### config.mk
export PLATFORM = sky130hd
export DESIGN_NAME = ws2812_rx_decoder
export DESIGN_NICKNAME = d
export VERILOG_FILES = /design/src/rtl/ws2812_pkg.sv /design/src/rtl/sync_2ff.sv /design/src/rtl/ws2812_rx_decoder.sv
export SDC_FILE = /design/constraint.sdc
export NUM_CORES = 1
export LEC_CHECK = 0
export CAP_MARGIN = 40
export CORE_AREA = 4 4 108 110
export DETAILED_ROUTE_END_ITERATION = 10
export DIE_AREA = 0 0 112 114
export GPL_TIMING_DRIVEN = 0
export HOLD_SLACK_MARGIN = 0.02
export PLACE_DENSITY = 0.73
export SLEW_MARGIN = 25
export SYNTH_ARGS = -nofsm -noshare
export SYNTH_HDL_FRONTEND = slang
export SYNTH_SLANG_ARGS = --single-unit
### constraint.sdc
create_clock -name clk -period 2 [get_ports clk]
set_input_delay 0.4 -clock clk [delete_from_list [all_inputs] [get_ports clk]]
set_output_delay 0.4 -clock clk [all_outputs]
set_load 0.01 [all_outputs]
### src/rtl/ws2812_pkg.sv
// Shared WS2812 line timing at 50 MHz. The transmitter and receiver both take their constants from here.
package ws2812_pkg;

    localparam int CLK_HZ     = 50_000_000;
    localparam int T0H        = 21;
    localparam int T1H        = 41;
    localparam int TOTAL      = 63;
    localparam int RESET_TIME = 2500;

    localparam int BIT_THRESH = 31;
    localparam int MIN_HIGH   = 8;
    localparam int MAX_HIGH   = 56;
    localparam int RESET_LOW  = RESET_TIME;

    typedef enum logic [1:0] {
        ST_SYNC,
        ST_IDLE,
        ST_HIGH,
        ST_LOW
    } rx_state_t;

endpackage

### src/rtl/sync_2ff.sv
// Single-bit two-flop synchronizer for pad inputs. Both flops reset asynchronously to 0.
module sync_2ff (
    input  logic clk,
    input  logic rst_n,
    input  logic d,
    output logic q
);

    logic meta;

    always_ff @(posedge clk or negedge rst_n) begin
        if (!rst_n) begin
            meta <= 1'b0;
            q    <= 1'b0;
        end else begin
            meta <= d;
            q    <= meta;
        end
    end

endmodule

### src/rtl/ws2812_rx_decoder.sv
// WS2812 single-wire receiver. It measures high and low times on the synchronized line and recovers
// 24-bit pixels, frame boundaries and framing errors.
module ws2812_rx_decoder #(
    parameter int BIT_THRESH = ws2812_pkg::BIT_THRESH,
    parameter int MIN_HIGH   = ws2812_pkg::MIN_HIGH,
    parameter int MAX_HIGH   = ws2812_pkg::MAX_HIGH,
    parameter int RESET_LOW  = ws2812_pkg::RESET_LOW
) (
    input  logic        clk,
    input  logic        rst_n,
    input  logic        din,
    output logic [23:0] pixel_data,
    output logic        pixel_valid,
    output logic        frame_done,
    output logic [15:0] frame_pixels,
    output logic        bit_err,
    output logic        frame_err,
    output logic        err_sticky
);

    typedef ws2812_pkg::rx_state_t state_t;
    localparam state_t S_SYNC = ws2812_pkg::ST_SYNC;
    localparam state_t S_IDLE = ws2812_pkg::ST_IDLE;
    localparam state_t S_HIGH = ws2812_pkg::ST_HIGH;
    localparam state_t S_LOW  = ws2812_pkg::ST_LOW;

    localparam logic [5:0]  THRESH_C = 6'(BIT_THRESH);
    localparam logic [5:0]  MIN_C    = 6'(MIN_HIGH);
    localparam logic [5:0]  MAX_C    = 6'(MAX_HIGH);
    localparam logic [11:0] GAP_C    = 12'(RESET_LOW);
    localparam logic [11:0] GAP_M1_C = 12'(RESET_LOW - 1);

    function automatic logic [5:0] sat_inc6(input logic [5:0] v);
        return (v == 6'h3F) ? v : v + 6'd1;
    endfunction

    function automatic logic [15:0] sat_inc16(input logic [15:0] v);
        return (v == 16'hFFFF) ? v : v + 16'd1;
    endfunction

    logic        din_s;
    logic        din_d;
    logic        rise;
    logic        gap_reached;
    state_t      state_q;
    state_t      state_d;
    logic [5:0]  high_cnt;
    logic [11:0] low_cnt;
    logic [4:0]  bit_cnt;
    logic [15:0] pix_cnt;
    logic [22:0] shift_q;
    logic [23:0] shift_nx;
    logic        ev_bit_err;
    logic        ev_bit_done;
    logic        ev_pixel;
    logic        ev_frame_end;
    logic        ev_frame_err;

    sync_2ff u_sync (
        .clk   (clk),
        .rst_n (rst_n),
        .d     (din),
        .q     (din_s)
    );

    always_ff @(posedge clk or negedge rst_n) begin
        if (!rst_n) din_d <= 1'b0;
        else        din_d <= din_s;
    end

    assign rise        = din_s & ~din_d;
    // Set on the low cycle that brings the consecutive-low count up to RESET_LOW.
    assign gap_reached = ~din_s & (low_cnt >= GAP_M1_C);
    assign shift_nx    = {shift_q, (high_cnt >= THRESH_C)};

    always_ff @(posedge clk or negedge rst_n) begin
        if (!rst_n) state_q <= S_SYNC;
        else        state_q <= state_d;
    end

    always_comb begin
        state_d = state_q;
        case (state_q)
            S_SYNC:  if (gap_reached) state_d = S_IDLE;
            S_IDLE:  if (rise) state_d = S_HIGH;
            S_HIGH: begin
                if (ev_bit_err)       state_d = S_SYNC;
                else if (ev_bit_done) state_d = S_LOW;
            end
            S_LOW: begin
                if (din_s)            state_d = S_HIGH;
                else if (gap_reached) state_d = S_IDLE;
            end
            default: state_d = S_SYNC;
        endcase
    end

    // In HIGH a low din_s is always the falling edge, because HIGH is only entered on a rise.
    always_comb begin
        ev_bit_err   = 1'b0;
        ev_bit_done  = 1'b0;
        ev_pixel     = 1'b0;
        ev_frame_end = 1'b0;
        ev_frame_err = 1'b0;
        case (state_q)
            S_HIGH: begin
                if (din_s) begin
                    ev_bit_err = (high_cnt >= MAX_C);
                end else if (high_cnt < MIN_C) begin
                    ev_bit_err = 1'b1;
                end else begin
                    ev_bit_done = 1'b1;
                    ev_pixel    = (bit_cnt == 5'd23);
                end
            end
            S_LOW: begin
                ev_frame_end = gap_reached;
                ev_frame_err = gap_reached && (bit_cnt != 5'd0);
            end
            default: ;
        endcase
    end

    always_ff @(posedge clk or negedge rst_n) begin
        if (!rst_n) begin
            high_cnt <= '0;
            low_cnt  <= '0;
            bit_cnt  <= '0;
            pix_cnt  <= '0;
            shift_q  <= '0;
        end else begin
            case (state_q)
                S_SYNC: begin
                    bit_cnt <= '0;
                    pix_cnt <= '0;
                    shift_q <= '0;
                    if (din_s)            low_cnt <= '0;
                    else if (gap_reached) low_cnt <= GAP_C;
                    else                  low_cnt <= low_cnt + 12'd1;
                end
                S_IDLE: begin
                    bit_cnt <= '0;
                    pix_cnt <= '0;
                    if (rise) high_cnt <= 6'd1;
                end
                S_HIGH: begin
                    if (din_s) high_cnt <= sat_inc6(high_cnt);
                    if (ev_bit_err) begin
                        bit_cnt <= '0;
                        pix_cnt <= '0;
                        shift_q <= '0;
                        low_cnt <= '0;
                    end else if (ev_bit_done) begin
                        low_cnt <= 12'd1;
                        if (ev_pixel) begin
                            shift_q <= '0;
                            bit_cnt <= '0;
                            pix_cnt <= sat_inc16(pix_cnt);
                        end else begin
                            shift_q <= shift_nx[22:0];
                            bit_cnt <= bit_cnt + 5'd1;
                        end
                    end
                end
                S_LOW: begin
                    if (din_s) begin
                        high_cnt <= 6'd1;
                    end else if (gap_reached) begin
                        low_cnt <= GAP_C;
                        bit_cnt <= '0;
                        pix_cnt <= '0;
                        shift_q <= '0;
                    end else begin
                        low_cnt <= low_cnt + 12'd1;
                    end
                end
                default: ;
            endcase
        end
    end

    always_ff @(posedge clk or negedge rst_n) begin
        if (!rst_n) begin
            pixel_data   <= '0;
            pixel_valid  <= 1'b0;
            frame_done   <= 1'b0;
            frame_pixels <= '0;
            bit_err      <= 1'b0;
            frame_err    <= 1'b0;
            err_sticky   <= 1'b0;
        end else begin
            pixel_valid <= ev_pixel;
            frame_done  <= ev_frame_end;
            bit_err     <= ev_bit_err;
            frame_err   <= ev_frame_err;
            if (ev_pixel)                    pixel_data   <= shift_nx;
            if (ev_frame_end)                frame_pixels <= pix_cnt;
            if (ev_bit_err || ev_frame_err)  err_sticky   <= 1'b1;
        end
    end

endmodule

# Word-level counts from Yosys, hierarchy flattened
# Index checks and enable logic that the tools add are counted.
# W data, S select, Z words.
# word_totals
reg_bits	112
input_bits	3
wordCells	103
# classes
add_sub_neg	4
n_lt_le_gt_ge	4
eq_ne	15
n_mux	47
bitwise_logic	4
reduce_logical	13
# op_table
operator	n
$mux W23	5
$mux W16	6
$pmux W23 S3	1
$mux W12	5
$pmux W16 S3	1
$pmux W12 S3	1
$mux W5	5
$mux W6	4
$pmux W6 S3	1
$add A16 B1 Y16 const B	1
$eq A16 B16 Y1 const B	1
$pmux W5 S3	1
$add A12 B1 Y12 const B	1
$ge A12 B12 Y1 const B	1
$mux W1	11
$mux W2	5
$reduce_and A5 Y1	2
$ne A3 B3 Y1 const B	3
$ne A2 B2 Y1 const B	4
$pmux W2 S4	1
$add A6 B1 Y6 const B	1
$eq A6 B6 Y1 const B	1
$ge A6 B5 Y1 const B	1
$ge A6 B6 Y1 const B	1
other kinds (17)	23

# Logic depth before layout (Yosys ltp)
# depth
depth_word	8
mapped_depth	8
ltp_nobuf	7

# Modules after synthesis
# Synthesis repeated with hierarchy kept, for this count alone.
# unflattened
hier_cells	465
area_unflattened_um2	5260.0
# modules_own_cells
mod	instances	cells_each	area_each_um2
ws2812_rx_decoder	1	463	5210.0
sync_2ff	1	2	50.0

# Worst setup path after synthesis
# No wires, ideal clock.
# synth_path
path_type	register to register
startpoint	reg low_cnt[0]
endpoint	reg frame_pixels[10]
setup_time_ns	0.125
arrival_time_ns	1.866
slack_ns	0.009
stages_incl_launch_ff	8
n_path_buf	2
path_cell_list	dfrtp_1 > ha_1 > nor4_1 > a2111oi_4 > and2b_1 > buf_6 > buf_12 > mux2_4
# synth_via
elab_chain_len	3
# synth_rtl
element	line	rtl
from (decl)	ws2812_rx_decoder.sv:48	logic [11:0] low_cnt;
from (signal assigned)	ws2812_rx_decoder.sv:139	else low_cnt <= low_cnt + 12'd1;
from (signal assigned)	ws2812_rx_decoder.sv:174	low_cnt <= low_cnt + 12'd1;
$ge A12 B12 Y1	ws2812_rx_decoder.sv:73	assign gap_reached = ~din_s & (low_cnt >= GAP_M1_C);
$and A1 B1 Y1	ws2812_rx_decoder.sv:73	
$mux W1	ws2812_rx_decoder.sv:105	case (state_q)
via ev_frame_end	ws2812_rx_decoder.sv:56	logic ev_frame_end;
to (signal assigned)	ws2812_rx_decoder.sv:197	if (ev_frame_end) frame_pixels <= pix_cnt;
to (decl)	ws2812_rx_decoder.sv:15	output logic [15:0] frame_pixels,
# The timed path passes the listed nets, and every way through them passes these cells.
# A chain may end at the register's enable or synchronous reset.

# Worst setup path after layout
# layout_path
startpoint	reg pix_cnt[1]
endpoint	reg pix_cnt[15]
# layout_via
elab_chain_len	6
word_cells_on_any_way	9
cone_classes	add/sub: 1; eq/ne: 2; mux: 5; reduce/logical: 1
# layout_rtl
element	line	rtl
from (decl)	ws2812_rx_decoder.sv:50	logic [15:0] pix_cnt;
from (signal assigned)	ws2812_rx_decoder.sv:158	pix_cnt <= sat_inc16(pix_cnt);
$add A16 B1 Y16	ws2812_rx_decoder.sv:38	return (v == 16'hFFFF) ? v : v + 16'd1;
$mux W16	ws2812_rx_decoder.sv:38	
$mux W16	ws2812_rx_decoder.sv:155	if (ev_pixel) begin
$mux W16	ws2812_rx_decoder.sv:153	end else if (ev_bit_done) begin
$mux W16	ws2812_rx_decoder.sv:148	if (ev_bit_err) begin
$pmux W16 S3	ws2812_rx_decoder.sv:132	case (state_q)
# Several ways; a longest one is shown, not always the timed one. The select of a mux whose other input is x is not followed.

==> results.json <==
{
  "syn-instance-count": 517,
  "grt_pass1_wl_mm": 19.09,
  "critPathMaxStageDelay_ns": 0.46,
  "setup_viol": 0,
  "rsz0062_at_grt": "true",
  "async_reset_ff_share_pct": 100.0,
  "port_buffers": 47,
  "core_um2": 10700,
  "clkTransAtPathRegs_ns": 0.11,
  "yosysUniqueCellTypes": 65,
  "period_share_pct": 99.13,
  "cts_tree": "yes",
  "fin_crit_ns": 1.983,
  "drt-pass1-iter-count": 6,
  "synth_seq_cells": 112,
  "critical_path_arrival_ns": 2.29,
  "htreeDepth": 3,
  "critical_path_depth": 7,
  "final_nets": 613,
  "p_seq_share_pct": 61.1,
  "clk_latency_ns": 0.38,
  "drtAntennaViolNets": 0,
  "antenna_found_initial": 0,
  "grt_max_degree": 62,
  "path_delay_family": "simple AND/OR/NAND/NOR gates",
  "synth_seq_area_share_pct": 54.63,
  "path_class": "flip-flop to flip-flop",
  "synth_largest_area_cell": "dfrtp_1",
  "dieArea_um2": 12770,
  "nFillCells": 888,
  "globalRouteTotalUtil_pct": 18.15,
  "synth.area.top_cells": "dfrtp_1 55%, nand2_1 10%, o21ai_0 4.7%, mux2_4 2.6%, a21oi_1 2.5%",
  "irDropWorstVdd_uv": 342.9,
  "first_global_vias": 4044,
  "synth_top_area_share_pct": 54.63,
  "cts-buffers-inserted": 9,
  "synth_area_um2": 5130,
  "mostFrequentLayoutCell": "nand2_1",
  "power_frac_comb_pct": 2.8,
  "dp.cells": 705,
  "routed_wl_mm": 11.41,
  "synth-edff-count": 0,
  "clock_skew_ns": 0.01510,
  "critPathMaxFanout": 6,
  "die_h_um": 114,
  "cp_data_required_time_ns": 2.31,
  "p_sw_w": 0.0008177,
  "p_per_area_nw_per_um2": 577.5,
  "rr_worst_depth": 7,
  "detailed_place_hpwl_mm": 7.365,
  "cts_sinks": 112,
  "io_pins": 48,
  "start_util_pct": 47.95,
  "swShare_pct": 21.91,
  "grt_overflow": 0,
  "internal-power_w": 0.002915,
  "cap_violations": 0,
  "avgViaCountPerCell": 5.626,
  "min-delay-path-class": "flip-flop to flip-flop",
  "cts_root_buf": "clkbuf_8",
  "pwr-share-clk_pct": 36.1,
  "synth_ff_type": "dfrtp_1",
  "setup-tns-final_ns": 0,
  "fin_util_pct": 60.41,
  "clock.fmax_ghz": 0.5044,
  "critPathBufInv": 1,
  "drv_slew": 0,
  "preCtsSetupSlack_ns": -0.3039,
  "path_cells": "ha_4 > nand4_1 > nor4_4 > buf_4 > nor4_4 > a41o_1 > a21oi_1",
  "cpMostUsedCell": "nor4_4",
  "synth_area_per_cell_um2": 9.922,
  "tightest_slew_ns": 0.4892,
  "slew_headroom_pct": 67.39,
  "die_w_um": 112,
  "clockBufferDepth": 2,
  "status": "finished, final reports clean",
  "leakagePower_nw": 2.885,
  "final_hold_viol_count": 0,
  "layout-drive-gt1-share_pct": 18.91,
  "remaining_drc_errors": 0,
  "synthesis.nets": 526,
  "slowest_stage": "dfrtp_1",
  "crit_path_end_kind": "flip-flop",
  "gp_congestion": 0.8404,
  "layout_common_cells": "140 x nand2_1, 109 x dfrtp_1, 47 x o21ai_0, 46 x clkdlybuf4s50_1, 28 x buf_4",
  "diodes": 0,
  "syn2layout_area_growth_pct": 25.98,
  "min_delay_path_depth": 0,
  "rows": 38,
  "drt_first_iter_violations": 303,
  "worst_slack_ns": 0.01735,
  "wl_per_cell_um": 15.25,
  "critPathLaunchType": "flip-flop",
  "fin_cells": 748,
  "vias": 4208,
  "yosysWarnings": 0
}
==> per-layer routing <==
metal / global-route usage, % / vias to the layer above / part of all wire (%)
met2: 29.38 / 119 / 50
met3: 3.342 / 21 / 5.0
li1: - / 1979 / -
met5: 0 / - / 0
met1: 24.30 / 2089 / 44
met4: 7.532 / 0 / 1.8
==> flip-flops by register name (all words and copies together) (netlist names) <==
signal,count
pixel_data,24
shift_q,23
frame_pixels,16
pix_cnt,16
low_cnt,12
high_cnt,6
bit_cnt,5
state_q,2
bit_err,1
din_d,1
err_sticky,1
frame_done,1
frame_err,1
pixel_valid,1
u_sync.meta,1
u_sync.q,1
==> kinds of logic (layout without fill, tap and decap cells) <==
kind of cell	Yosys count	in the layout	synth area share, %
simple gates	220	220	20.07
compound gates	122	122	15.00
flops	112	112	54.63
buf+inv	36	127	3.634
mux	20	20	5.024
fa+ha+maj	6	6	1.463
xor+xnor	1	1	0.1708
==> layout make-up <==
class / instances / area [µm²] / area share [%]
plain buffers: 24 / 181.4 / 2.807
clock buffers: 12 / 145.1 / 2.246
clock inverters: 3 / 42.54 / 0.6583
inverters: 12 / 45.04 / 0.6970
multi-input cells: 369 / 2323 / 35.95
flip-flops and latches: 112 / 2806 / 43.43
well taps: 140 / 175.2 / 2.711
repair buffers: 76 / 743.2 / 11.50
==> stage by stage <==
stage	total power [W]	cell area (µm²)	hold slack (ns)
5_1_grt	0.003880	6462	0.3672
3_5_place_dp	0.002408	5804	0.3355
2_1_floorplan	0.002345	5130	0.1044
3_3_place_gp	0.002399	5776	0.3345
4_1_cts	0.003753	6193	0.3576
6_report	0.003732	6462	0.3557
==> Yosys cell counts (2+ instances only) <==
library cell,count
inv_1,11
o31ai_1,4
nor2_1,13
ha_1,6
a21oi_1,26
and2_1,5
o22ai_1,3
o21ai_0,48
o211ai_1,3
dfrtp_1,112
buf_2,13
nand4_1,7
a31o_2,3
nor3_1,6
a41oi_1,3
nor4_1,3
mux2_4,9
or3_1,4
mux2_2,10
nor4_2,2
nand3b_1,2
nand3_1,15
and3_1,7
o21ai_1,4
o22a_1,3
or4_1,3
clkbuf_1,6
nand2_1,140
o21a_1,3
buf_6,2
a31oi_1,7
==> what timing repair did <==
item / CTS / global route
buffers inserted: 8 / 17
pin swaps: 2 / 6
gates cloned: 2 / 0
endpoints found under the hold margin: 51 / 0
setup endpoints to repair: 64 / 70
gates resized for setup: 21 / 37
hold buffers: 1 / 0
==> worst paths after layout <==
| check | slack (ns) | startpoint | end |
|---|---|---|---|
| min reg2reg | 0.36 | u_sync.meta | u_sync.q |
| max in group asynchronous | 0.78 | rst_n | high_cnt[4] |
| max | 0.02 | pix_cnt[1] | pix_cnt[15] |
| min in group asynchronous | 0.53 | rst_n | pix_cnt[14] |
| min | 0.36 | u_sync.meta | u_sync.q |
| max reg2reg | 0.02 | pix_cnt[1] | pix_cnt[15] |
==> power by group through the flow <==
stage          logic (W)  clock network [W]  registers [W]
2_1_floorplan  0.0000233                  0        0.00232
3_3_place_gp   0.0000753                  0        0.00232
3_5_place_dp   0.0000851                  0        0.00232
4_1_cts        0.0000981            0.00138        0.00228
5_1_grt         0.000122            0.00148        0.00228
6_report        0.000106            0.00135        0.00228
==> worst register-to-register path, stage by stage, from the launching register on <==
cell and delay [ns]:
dfrtp_1 0.46, ha_4 0.19, nand4_1 0.17, nor4_4 0.42, buf_4 0.21, nor4_4 0.06, a41o_1 0.25, a21oi_1 0.15
No activity file was read; power rests on OpenSTA's default activity.
==> edit 1 (config.mk and constraints unchanged) <==
Register the output `frame_done` once more; this adds one clock of latency there. The other outputs are not delayed to match.
--- a/src/rtl/ws2812_rx_decoder.sv
+++ b/src/rtl/ws2812_rx_decoder.sv
@@ -32,2 +32,4 @@
 
+    logic frame_done_s0;
+
     function automatic logic [5:0] sat_inc6(input logic [5:0] v);
@@ -185,3 +187,3 @@
             pixel_valid  <= 1'b0;
-            frame_done   <= 1'b0;
+            frame_done_s0 <= 1'b0;
             frame_pixels <= '0;
@@ -192,3 +194,3 @@
             pixel_valid <= ev_pixel;
-            frame_done  <= ev_frame_end;
+            frame_done_s0 <= ev_frame_end;
             bit_err     <= ev_bit_err;
@@ -201,2 +203,6 @@
 
+    always_ff @(posedge clk) begin
+        frame_done <= frame_done_s0;
+    end
+
 endmodule
Function: same outputs for any inputs over 10 cycles, from zero or initial values and one cycle with rst_n low; that may be too few to reach the edited logic, so the function may still have changed.
==> edit 1 against the unedited design <==
Cell area increased by 7.1%; worst setup slack got worse by 21 ps; via count increased by 2.3%; sequential cell count increased by 1; synthesized area increased by 0.39%; clock skew decreased by 3.6 ps; power increased by 44%; the flow now finishes with violations (setup timing); non-clock buffer count decreased by 1; fmax decreased by 1.1%; global-route usage increased by 1.1 points; routed wire length increased by 6.9%; critical path depth decreased by 1.
==> edit 1: results (changes against the unedited design) <==
[timing]
worst_case_clock_skew_ps=11.5  ; -3.64 ps
timing.final.ws_setup_ps=-3.77  ; -21.1 ps
timing.max_slew.rel_slack=0.689  ; +0.0150
setup_viols_final=2  ; +2

[finish]
post_route_cells_drive_above_1_share=0.224  ; +0.0345
finish.net_count=622  ; +1.5%

[setup_path]
worst_path_largest_cell_delay_ps=610  ; +150 ps
reg2reg_to=low_cnt[0]$_DFFE_PN0P_
startpoint_of_the_most_critical_register_to_register_path=u_sync.q$_DFF_PN0_
worst_path_max_fanout=10  ; +4
data_arrival_time_at_the_worst_slack_endpoint_ps=2410  ; +120 ps

[power_and_ir_drop]
total_leakage_power_nw=3.10  ; +7.6%
vdd_ir_drop_max_mv=0.691  ; +100%

[clocking]
cts_htree_levels=4  ; +1
clockRootBuffer=sky130_fd_sc_hd__clkbuf_8
cts_buffers=17  ; +8
clk_pin_slew_ps=60  ; -50 ps

[status]
failed_checks=setup timing
run_status=complete, but fails checks

[grt]
vias_in_the_first_global_route=4120  ; +1.9%
grt_util_met2=0.315  ; +0.0216
groute.layer.met1.usage=0.244  ; +0.000713
grt_usage=0.192  ; +0.0105
pin_count_of_the_biggest_net_entering_global_routing=73  ; +18%
globalRouteMet3Util=0.0477  ; +0.0143

[logic_synthesis]
synth_adder_area_share=0.0146  ; -0.0000569
share_of_synthesized_flip_flops_with_an_asynchronous_set_or_reset=0.991  ; -0.00885
synth_cells=518  ; +0.19%
synth_cell_types=66  ; +1.5%
ys_top_cells_by_area=sky130_fd_sc_hd__dfrtp_1 (54%), sky130_fd_sc_hd__nand2_1 (10%), sky130_fd_sc_hd__o21ai_0 (4.7%)
post_synth_mux_area_share=0.0500  ; -0.000195
yosysSeqAreaShare=0.548  ; +0.00176
synth_compound_area_frac=0.149  ; -0.000583
syn-num-nets=527  ; +0.19%
synth-xor-area-share=0.00170  ; -0.00000664

[route]
initial_drc_count=281  ; -7.3%
wl_um=12200  ; +6.9%
met2_length_um=6330  ; +12%
vias=4303  ; +2.3%
met3RoutedLength_um=567  ; -1.0%
drtPass1Iterations=5  ; -1

[placement]
gpl.final_weighted_congestion=0.808  ; -3.8%
placed_cell_area_sq_um=5820  ; +0.34%
placed_cells_incl_taps=706  ; +0.14%
hpwlAfterDp_um=7520  ; +2.1%

[min_path]
hold_path.class=in2reg

-- edit 1: worst min-delay path by stage --
stage,start,endpoint,depth (start not counted)
after global placement,frame_done_s0$_DFF_PN0_,frame_done$_DFF_P_,0
after detailed placement,frame_done_s0$_DFF_PN0_,frame_done$_DFF_P_,0
after global routing,din,u_sync.meta$_DFF_PN0_,1
after CTS,din,u_sync.meta$_DFF_PN0_,1
after floorplan,rst_n,bit_cnt[0]$_DFFE_PN0P_,0
final,din,u_sync.meta$_DFF_PN0_,1
-- edit 1: metrics by stage --
stage	setup WS, ps	hold WS [ps]
floorplan	8.71	104
global placement	-3640	326
detailed placement	-307	329
CTS	-35.6	292
global route	-70.9	289
finish	-3.77	310
-- edit 1: final cells by class --
class	count	area, sq um
Multi-Input combinational cell	370	2360
Clock buffer	21	449
Sequential cell	113	2830
Timing Repair Buffer	77	774
Buffer	22	155
Inverter	12	45.0
Fill cell	828	3780
Tap cell	140	175
Clock inverter	11	136
-- edit 1: power breakdown --
| group | switching (mW) | internal, mW | leakage [nW] |
|---|---|---|---|
| clock | 1.03 | 1.95 | 0.291 |
| sequential | 0.00996 | 2.30 | 1.56 |
| combinational | 0.0686 | 0.0341 | 1.26 |
| total | 1.11 | 4.28 | 3.10 |
-- edit 1: worst max-delay path, delay by kind of cell (launching register included) --
kind / cells / cell delay (ps)
AND/OR/NAND/NOR: 2 / 830
buffers and inverters: 1 / 230
AO/OA/AOI/OAI: 3 / 350
flip-flops: 1 / 470
-- edit 1: repair_timing --
item                                   in CTS  in global routing
gates resized for setup                    35                 32
buffers inserted                           13                 15
setup endpoints to repair                  62                 81
endpoints found under the hold margin      40                  0
cloned                                      2                  1
pin swaps                                   5                 14
hold buffers                                1                  0
==> edit 2 (same settings) <==
Without the edit above. Change the package constant `BIT_THRESH` from 31 to 15.
--- a/src/rtl/ws2812_pkg.sv
+++ b/src/rtl/ws2812_pkg.sv
@@ -9,3 +9,3 @@
 
-    localparam int BIT_THRESH = 31;
+    localparam int BIT_THRESH = 15;
     localparam int MIN_HIGH   = 8;
Behaviour: no difference found for any inputs over 10 cycles, from zero or initial values and one cycle with rst_n low; that may be too few to reach the edited logic, so the function may still have changed.
==> edit 2 against the unedited design <==
The run now ends with setup timing left; sequential cell count unchanged; routed wire length increased by 30%; cell area increased by 15%; synthesized area increased by 1.1%; clock skew decreased by 0.80 ps; synthesized cell count decreased by 10%; worst setup slack got worse by 280 ps; critical path type unchanged.
Power is not compared: it rests on default switching activity, and its combinational part moved more than twofold at a synthesized area within 25%.
==> edit 2: results (changes against the unedited design) <==
[setup_path]
crit_start=low_cnt[4]$_DFFE_PN0P_
critical-path-slowest-cell=sky130_fd_sc_hd__or4_4
data_arrival_time_at_the_worst_slack_endpoint_ps=2540  ; +250 ps
worst_path_largest_cell_delay_ps=570  ; +110 ps

[route]
drt-wirelength-per-cell_um=20.6  ; +35%
route.detailed.vias_per_inst=6.02  ; +7.1%
initial_drc_count=272  ; -10%

[finish]
post_route_cells_drive_above_1_share=0.386  ; +0.197
finish.net_count=587  ; -4.2%
antenna_cells=0  ; unchanged

[logic_synthesis]
ys.flop_type=sky130_fd_sc_hd__dfrtp_1
syn-num-nets=473  ; -10%
ys_top_cells_by_area=sky130_fd_sc_hd__dfrtp_1 (54%), sky130_fd_sc_hd__mux2_2 (11%), sky130_fd_sc_hd__nand2_1 (2.6%)
yosysSeqAreaShare=0.540  ; -0.00606
most_frequent_cells_after_synthesis=sky130_fd_sc_hd__dfrtp_1 (112), sky130_fd_sc_hd__mux2_2 (51), sky130_fd_sc_hd__nand2_1 (36), sky130_fd_sc_hd__a21oi_1 (23), sky130_fd_sc_hd__nand3_1 (22)
share_of_synthesized_flip_flops_with_an_asynchronous_set_or_reset=1.00  ; unchanged
synth_cell_types=54  ; -17%

[grt]
pin_count_of_the_biggest_net_entering_global_routing=60  ; -3.2%
grt_first_pass_wirelength_um=22500  ; +18%
vias_in_the_first_global_route=4475  ; +11%
grt_usage=0.219  ; +0.0378

[placement]
hpwlAfterDp_um=7530  ; +2.2%
portBuffers=47  ; unchanged
gpl.final_weighted_congestion=0.895  ; +6.4%
placed_cell_area_sq_um=5930  ; +2.1%

[status]
run_status=complete, but fails checks
failed_checks=setup timing

[power_and_ir_drop]
pg_comb_mw=0.254
clock_power_share=0.360
vdd_ir_drop_max_mv=0.511
power.net_switching_mw=1.01

[timing]
timing.final.ws_setup_ps=-262  ; -279 ps
setup_viols_final=77  ; +77
worst_case_clock_skew_ps=14.3  ; -0.805 ps
timing.max_slew.rel_slack=0.505  ; -0.169

[clocking]
cts_htree_levels=3  ; unchanged

[edit 2: changes by cell type after synthesis, sizes merged, moves of 5 or more]
cell	change
or4	+5
mux2i	+11
nand2	-104
nor2	+5
o21ai	-34
nand3	+6
mux2	+32
nor3	+10
buf	-10
o31ai	+6
inv	+7
clkbuf	+7
[edit 2: through the flow]
step / power [mW] / cells / setup TNS [ps] / setup slack, ps / utilization
3_5_place_dp: 2.53 / 652 / -23710 / -419 / 0.554
6_report: 4.03 / 723 / -11480 / -262 / 0.697
3_3_place_gp: 2.52 / 651 / -436230 / -3710 / 0.551
5_1_grt: 4.19 / 723 / -17110 / -302 / 0.697
2_1_floorplan: 2.45 / 464 / -2710 / -155 / -
4_1_cts: 4.02 / 711 / -9020 / -231 / 0.653
[edit 2: cell families after synthesis]
group,after synthesis,synth area share
AND/OR/NAND/NOR,143,0.148
XOR/XNOR,3,0.00507
adder cells (fa/ha/maj),6,0.0145
buffers and inverters,40,0.0318
AO/OA/AOI/OAI,97,0.126
flip-flops,112,0.540
multiplexers,63,0.134
[edit 2: repair_timing]
| action | 4_1_cts | 5_1_grt |
|---|---|---|
| hold endpoints to repair | 53 | 0 |
| hold buffers | 1 | 0 |
| buffers inserted | 34 | 14 |
| endpoints found under the setup margin | 100 | 101 |
| cloned | 9 | 2 |
| pin swaps | 25 | 42 |
| gates resized for setup | 111 | 87 |
[edit 2: final cells by class]
| class | instances | area (sq um) |
|---|---|---|
| Inverter | 19 | 71.3 |
| Timing Repair Buffer | 106 | 1140 |
| Sequential cell | 112 | 2810 |
| Tap cell | 140 | 175 |
| Fill cell | 720 | 3240 |
| Clock inverter | 7 | 86.3 |
| Multi-Input combinational cell | 313 | 2830 |
| Clock buffer | 9 | 124 |
| Buffer | 17 | 225 |
[edit 2: worst max-delay path: cells and delay by family (launching register included)]
family | cells | cell delay [ps]
flip-flops | 1 | 400
AO/OA/AOI/OAI | 3 | 600
AND/OR/NAND/NOR | 1 | 570
multiplexers | 1 | 310
buffers and inverters | 2 | 290
[edit 2: routing by layer]
| layer | up-vias | track usage | wire length [um] |
|---|---|---|---|
| met5 | - | 0 | 0 |
| met4 | 0 | 0.0938 | 393 |
| met3 | 47 | 0.0462 | 933 |
| met2 | 187 | 0.369 | 7560 |
| met1 | 2180 | 0.277 | 5980 |
| li1 | 1942 | - | - |
[edit 2: path summary, 6_finish.rpt]
check / to / slack, ps / cells past startpoint
max in group asynchronous: frame_done$_DFF_PN0_ / 830 / 3
max: shift_q[18]$_DFFE_PN0P_ / -260 / 7
min reg2reg: u_sync.q$_DFF_PN0_ / 360 / 0
max reg2reg: shift_q[18]$_DFFE_PN0P_ / -260 / 7
min in group asynchronous: pixel_data[2]$_DFFE_PN0P_ / 520 / 2
min: u_sync.q$_DFF_PN0_ / 360 / 0
